===== config.mk =====
export PLATFORM = sky130hd
export DESIGN_NAME = sd_spi_master
export DESIGN_NICKNAME = d
export VERILOG_FILES = /design/src/rtl/sd_spi_master.sv
export SDC_FILE = /design/constraint.sdc
export NUM_CORES = 1
export LEC_CHECK = 0
export CORE_MARGIN = 5
export CORE_UTILIZATION = 35
export DETAILED_ROUTE_END_ITERATION = 10
export GPL_TIMING_DRIVEN = 1
export SLEW_MARGIN = 5
export SYNTH_ARGS = -nofsm -noshare
export SYNTH_HDL_FRONTEND = slang
export SYNTH_SLANG_ARGS = --single-unit
export TNS_END_PERCENT = 20

===== constraint.sdc =====
create_clock -name clk -period 5.4 [get_ports clk]
set_clock_uncertainty 0.1 [all_clocks]
set_input_delay 0.54 -clock clk [delete_from_list [all_inputs] [get_ports clk]]
set_output_delay 0.54 -clock clk [all_outputs]
set_load 0.1 [all_outputs]

===== src/rtl/sd_spi_master.sv =====
// sd_spi_master: byte-wide SPI master (mode 0, MSB first) driving SD card pins.
// Two clients share the link with fixed priority: A (CPU port) over B (DMA).
//
// Optional feature macro: SD_SPI_XFERCNT_EN adds the xfer_cnt port and its counter.
//
// Parameters:
//   DIV       sdclk half-period in clk cycles (1..255)
// Ports:
//   clk, rst            system clock, synchronous active-high reset
//   a_start/a_din       client A request strobe and tx byte
//   a_done              client A completion strobe
//   b_start/b_din       client B request strobe and tx byte
//   b_done              client B completion strobe
//   dout                last received byte, valid from a done strobe until the next one
//   busy                transfer in progress
//   cs_we/cs_val        client A chip-select write (1 = selected)
//   sdclk/sdcs_n/sddo   SPI pins to the card
//   sddi                SPI data from the card
//   xfer_cnt            completed transfer count (SD_SPI_XFERCNT_EN only)
//
// state    | meaning
// ST_IDLE  | no transfer; grants A first, then B, loading the shifter
// ST_SHIFT | clocking out 8 bits, sdclk toggles every DIV cycles
module sd_spi_master #(
   parameter int unsigned DIV = 2
) (
   input  logic        clk,
   input  logic        rst,
   input  logic        a_start,
   input  logic [7:0]  a_din,
   output logic        a_done,
   input  logic        b_start,
   input  logic [7:0]  b_din,
   output logic        b_done,
   output logic [7:0]  dout,
   output logic        busy,
   input  logic        cs_we,
   input  logic        cs_val,
   output logic        sdclk,
   output logic        sdcs_n,
   output logic        sddo,
   input  logic        sddi
`ifdef SD_SPI_XFERCNT_EN
   ,
   output logic [15:0] xfer_cnt
`endif
);

   localparam logic [7:0] DIV_RELOAD = 8'(DIV - 1);

   typedef enum logic {ST_IDLE, ST_SHIFT} state_t;

   state_t      state_q, state_d;
   logic        a_pend_q, a_pend_d;
   logic        b_pend_q, b_pend_d;
   logic [7:0]  a_hold_q, a_hold_d;
   logic [7:0]  b_hold_q, b_hold_d;
   logic        owner_q, owner_d;      // 0 = A, 1 = B
   logic [7:0]  tx_q, tx_d;
   logic [7:0]  rx_q, rx_d;
   logic [7:0]  div_q, div_d;
   logic [2:0]  fall_q, fall_d;
   logic        sdclk_q, sdclk_d;
   logic [7:0]  dout_q, dout_d;
   logic        a_done_q, a_done_d;
   logic        b_done_q, b_done_d;
   logic        csn_q, csn_d;
   logic        cs_hold_q, cs_hold_d;
   logic        cs_hvld_q, cs_hvld_d;

   logic tick;
   logic fall_edge;
   logic last_fall;
   logic a_active;
   logic b_active;

   assign tick      = (div_q == 8'd0);
   assign fall_edge = (state_q == ST_SHIFT) && tick && sdclk_q;
   assign last_fall = fall_edge && (fall_q == 3'd7);
   assign a_active  = (state_q == ST_SHIFT) && !owner_q;
   assign b_active  = (state_q == ST_SHIFT) && owner_q;

   // State register
   always_ff @(posedge clk) begin
      if (rst) state_q <= ST_IDLE;
      else     state_q <= state_d;
   end

   // Next-state logic
   always_comb begin
      state_d = state_q;
      case (state_q)
         ST_IDLE:  if (a_pend_q || b_pend_q) state_d = ST_SHIFT;
         ST_SHIFT: if (last_fall)            state_d = ST_IDLE;
         default:  state_d = ST_IDLE;
      endcase
   end

   // Output / datapath logic
   always_comb begin
      a_pend_d  = a_pend_q;
      b_pend_d  = b_pend_q;
      a_hold_d  = a_hold_q;
      b_hold_d  = b_hold_q;
      owner_d   = owner_q;
      tx_d      = tx_q;
      rx_d      = rx_q;
      div_d     = div_q;
      fall_d    = fall_q;
      sdclk_d   = sdclk_q;
      dout_d    = dout_q;
      a_done_d  = 1'b0;
      b_done_d  = 1'b0;
      csn_d     = csn_q;
      cs_hold_d = cs_hold_q;
      cs_hvld_d = cs_hvld_q;

      // A start while that client is already queued or on the wire keeps the first byte.
      if (a_start && !a_pend_q && !a_active) begin
         a_pend_d = 1'b1;
         a_hold_d = a_din;
      end
      if (b_start && !b_pend_q && !b_active) begin
         b_pend_d = 1'b1;
         b_hold_d = b_din;
      end

      case (state_q)
         ST_IDLE: begin
            if (a_pend_q) begin
               a_pend_d = 1'b0;
               owner_d  = 1'b0;
               tx_d     = a_hold_q;
            end else if (b_pend_q) begin
               b_pend_d = 1'b0;
               owner_d  = 1'b1;
               tx_d     = b_hold_q;
            end
            div_d   = DIV_RELOAD;
            fall_d  = 3'd0;
            sdclk_d = 1'b0;
            if (cs_we) begin
               csn_d     = ~cs_val;
               cs_hvld_d = 1'b0;
            end else if (cs_hvld_q) begin
               csn_d     = ~cs_hold_q;
               cs_hvld_d = 1'b0;
            end
         end
         ST_SHIFT: begin
            if (tick) begin
               div_d   = DIV_RELOAD;
               sdclk_d = ~sdclk_q;
            end else begin
               div_d = div_q - 8'd1;
            end
            if (fall_edge) begin
               rx_d   = {rx_q[6:0], sddi};
               tx_d   = {tx_q[6:0], 1'b1};
               fall_d = fall_q + 3'd1;
            end
            if (last_fall) begin
               dout_d   = {rx_q[6:0], sddi};
               a_done_d = ~owner_q;
               b_done_d = owner_q;
            end
            // Chip-select writes during a transfer wait until it completes.
            if (cs_we) begin
               cs_hold_d = cs_val;
               cs_hvld_d = 1'b1;
            end
         end
         default: ;
      endcase
   end

   always_ff @(posedge clk) begin
      if (rst) begin
         a_pend_q  <= 1'b0;
         b_pend_q  <= 1'b0;
         a_hold_q  <= 8'h00;
         b_hold_q  <= 8'h00;
         owner_q   <= 1'b0;
         tx_q      <= 8'hFF;
         rx_q      <= 8'hFF;
         div_q     <= 8'd0;
         fall_q    <= 3'd0;
         sdclk_q   <= 1'b0;
         dout_q    <= 8'hFF;
         a_done_q  <= 1'b0;
         b_done_q  <= 1'b0;
         csn_q     <= 1'b1;
         cs_hold_q <= 1'b0;
         cs_hvld_q <= 1'b0;
      end else begin
         a_pend_q  <= a_pend_d;
         b_pend_q  <= b_pend_d;
         a_hold_q  <= a_hold_d;
         b_hold_q  <= b_hold_d;
         owner_q   <= owner_d;
         tx_q      <= tx_d;
         rx_q      <= rx_d;
         div_q     <= div_d;
         fall_q    <= fall_d;
         sdclk_q   <= sdclk_d;
         dout_q    <= dout_d;
         a_done_q  <= a_done_d;
         b_done_q  <= b_done_d;
         csn_q     <= csn_d;
         cs_hold_q <= cs_hold_d;
         cs_hvld_q <= cs_hvld_d;
      end
   end

   // tx shifts in 1s, so its MSB is also the idle-high data line.
   assign sddo   = tx_q[7];
   assign sdclk  = sdclk_q;
   assign sdcs_n = csn_q;
   assign dout   = dout_q;
   assign a_done = a_done_q;
   assign b_done = b_done_q;
   assign busy   = (state_q == ST_SHIFT);

`ifdef SD_SPI_XFERCNT_EN
   logic [15:0] xfer_cnt_q, xfer_cnt_d;

   always_comb begin
      xfer_cnt_d = xfer_cnt_q;
      if (a_done_d || b_done_d) xfer_cnt_d = xfer_cnt_q + 16'd1;
   end

   always_ff @(posedge clk) begin
      if (rst) xfer_cnt_q <= 16'd0;
      else     xfer_cnt_q <= xfer_cnt_d;
   end

   assign xfer_cnt = xfer_cnt_q;
`endif

endmodule


==> summary.md <==
| Metric | Value |
|---|---|
| Xor-xnor portion of the synthesized cell area | `0.00672` |
| Sequential share of the synthesized area | `0.461` |
| Total of buffers placed on input and output ports | `36` |
| Dominant combinational cell family by area after synthesis | `simple AND/OR/NAND/NOR gates` |
| Instance count of the mapped netlist | `279` |
| Total clock buffers created by CTS | `9` |
| Post-cts sizing count | `0` |
| Most common library cells after synthesis | `60 x sky130_fd_sc_hd__dfxtp_1, 32 x sky130_fd_sc_hd__nor2_1, 28 x sky130_fd_sc_hd__a21oi_1, 23 x sky130_fd_sc_hd__mux2i_1, 23 x sky130_fd_sc_hd__o21ai_0` |
| Final period utilization | `0.539` |
| Primary FF master, synth | `sky130_fd_sc_hd__dfxtp_1` |
| Clock edge transition at the registers on the reported setup and hold paths | `70 ps` |
| Die area | `9280 um^2` |
| Clock Latency Late Sink | `340 ps` |
| Number of placement rows | `31` |
| Most area-consuming cells after synthesis | `sky130_fd_sc_hd__dfxtp_1 46%, sky130_fd_sc_hd__mux2i_1 8.8%, sky130_fd_sc_hd__a21oi_1 5.4%` |
| Number of global-route vias before repair | `1927` |
| WL final | `5610 um` |
| Global Route Usage Sum | `0.128` |
| Maximum number of pins on one net before global-route repair | `43` |
| VDD IR-drop max | `0.190 mV` |
| FF-to-FF End | `busy` |
| Cell at the root of the clock tree | `sky130_fd_sc_hd__clkbuf_8` |
| Type of the worst min-delay path | `flip-flop to flip-flop` |
| Highest fanout seen on the critical path | `17` |
| Req. time, crit path | `4760 ps` |
| Core area | `7250 um^2` |
| Relative slew slack | `0.262` |
| Post-synth EDFFs | `0` |
| Worst-case clock buffer depth | `2` |
| Die Y-Extent | `96.3 um` |
| R2r worst-path depth | `5` |
| Antenna Violating Nets Remaining | `0` |
| Average cell area after synthesis | `9.35 um^2` |
| Setup total negative slack | `0 ps` |
| Cell Area, Synth | `2610 um^2` |
| Worst Tran Pin Value | `1090 ps` |
| GR Overflow Total | `0` |
| Proportion of netlist area held by the largest area contributor | `0.461` |
| Fill cells | `727` |
| Unique cell type count in the Yosys netlist | `41` |
| Critical path's top delay family | `buffers and inverters` |
| Adder-cell share of the synthesized area | `0.0192` |
| Number of setup violations in the final report | `0` |
| Count of hold buffers inserted by post-cts repair | `0` |
| Flops & latches, synth | `60` |
| Achievable Freq | `0.343 GHz` |
| Max capacitance violation total | `0` |
| Arr. time, crit path | `2270 ps` |
| Area overhead of the layout relative to synthesis | `23.8%` |
| Clock sinks | `60` |
| Final HPWL from detailed placement | `3720 um` |
| Routed vias/inst | `5.10` |
| Final Max Slew Viols | `0` |
| Kind of end point of the critical path | `output port` |
| Result of the run | `completed` |
| Number of warning messages in the yosys log | `0` |
| Ports | `37` |
| Critical-path cell with the highest stage delay | `sky130_fd_sc_hd__clkdlybuf4s50_1` |
| Start of the worst register-to-register path | `div_q[0]` |
| Fraction of registers with async set or reset after synthesis | `0` |
| Category of the worst setup path launch point | `flip-flop` |
| Hold Fails Final Rpt | `0` |
| Mux share of post-synthesis cell area | `0.119` |
| Starting density of the core | `0.359` |
| Count of vias placed by the detailed router | `2102` |
| RSZ-0062 raised after global routing | `false` |
| Critical path buffer and inverter count | `1` |
| Overall power consumption | `1.06 mW` |
| Pre-antenna DRT Iters | `4` |
| Leading area contributor after synthesis | `sky130_fd_sc_hd__dfxtp_1` |
| Horizontal die dimension | `96.3 um` |
| Slowest stage delay, CP | `1250 ps` |
| Worst Hold Path EP | `cs_hold_q` |
| Class of the most critical setup path | `flip-flop to output port` |
| Final-stage net count | `335` |
| Most used standard cell by instance count after synthesis | `sky130_fd_sc_hd__dfxtp_1` |
| Period minus WS final | `2910 ps` |
| Synthesized-area fraction occupied by and/or/nand/nor cells | `0.198` |
| CTS tree | `built` |
| Hold Crit Start | `cs_hold_q` |
| Final RePlAce weighted congestion | `0.749` |
| Average wire per standard cell | `13.6 um` |
| DRC violation count after routing | `0` |
| Reg2Reg Setup Slack | `2620 ps` |
| Leakage | `1.23 nW` |
| Number of antenna violations at the first check in global routing | `0` |
| Number of DRC markers after the initial detailed-route iteration | `102` |
| Number of diodes added for antenna fixing | `0` |
| Post-CTS Repair Setup Buffers | `0` |
| Cell Chain, Critical Path | `clkdlybuf4s50_1` |
| Global-route wire length before repair | `9000 um` |
| Cell area power density | `328 nW/um^2` |
| Depth of the CTS H-tree | `3` |
| Number of nets produced by synthesis | `306` |
| Fraction of layout instances using a drive strength above 1 | `0.147` |
| Worst hold path depth | `2` |
| Share of the synthesized area in compound gates (AO/OA/AOI/OAI) | `0.159` |
## final cells by class
type	instances	area, um^2	area share
Clock buffer	10	138	0.0427
Clock inverter	6	63.8	0.0198
Inverter	7	26.3	0.00814
Multi-Input combinational cell	193	1310	0.405
Sequential cell	60	1200	0.372
Tap cell	99	124	0.0384
Timing Repair Buffer	37	368	0.114
## layout by cell type (no fill, tap or decap), drive strengths merged, types with 3 or more instances in the layout
cell type	netlist	layout
mux2	7	7
o31ai	3	3
nand2b	4	4
a221oi	7	7
mux2i	23	23
or3b	16	16
or4	3	3
a21oi	28	28
nor2	32	32
clkbuf	16	10
nand2	4	4
o21ai	23	23
nand3	5	5
clkinv	0	3
nor4	8	8
clkdlybuf4s50	0	36
inv	7	7
ha	4	4
dfxtp	60	60
## flip-flops by register name (all words and copies together) (netlist names), 3 cells and up
signal / cells
div_q: 8
tx_q: 8
rx_q: 7
b_hold_q: 8
dout: 8
fall_q: 3
a_hold_q: 8
## power breakdown
part           total [mW]  switching [mW]  leakage (nW)  internal, mW
clock network       0.407           0.182        0.0983         0.224
logic               0.156          0.0859         0.641        0.0703
registers           0.496          0.0280         0.490         0.468
## worst max-delay path by stage
stage              from       to  slack, ps  cells after the start
2_1_floorplan     sdclk     busy       3220                      5
3_3_place_gp   div_q[0]     busy       2680                      5
3_5_place_dp   div_q[0]     busy       2620                      5
4_1_cts            busy     busy       2440                      1
5_1_grt        div_q[0]  dout[7]       2340                      5
6_report           busy     busy       2490                      1
## per-stage QoR
step           cell area, um^2   util  setup slack, ps  hold WS [ps]  std cells
6_report                  3230  0.445             2490           360        412
5_1_grt                   3230  0.445             2340           385        412
4_1_cts                   3230  0.445             2440           363        412
3_5_place_dp              3030  0.417             2620           353        396
3_3_place_gp              3030  0.417             2680           344        396
2_1_floorplan             2610      -             3220           337        279
## metal layers
layer	vias to the layer above	share of wire	global-route usage
li1	1073	-	-
met2	27	0.45	0.191
met3	11	0.028	0.0352
met1	991	0.49	0.167
met4	0	0.023	0.0666
met5	-	0	0
## kinds of logic (layout without fill, tap and decap cells)
logic type	count (synthesis)	after routing
and+or+nand+nor	87	87
AOI/OAI and AO/OA	70	70
DFF	60	60
muxes	30	30
buffers and inverters	26	60
adders and majority gates	4	4
xor gates and xnor gates	2	2
Note: power is estimated with default switching activity, not from simulation.
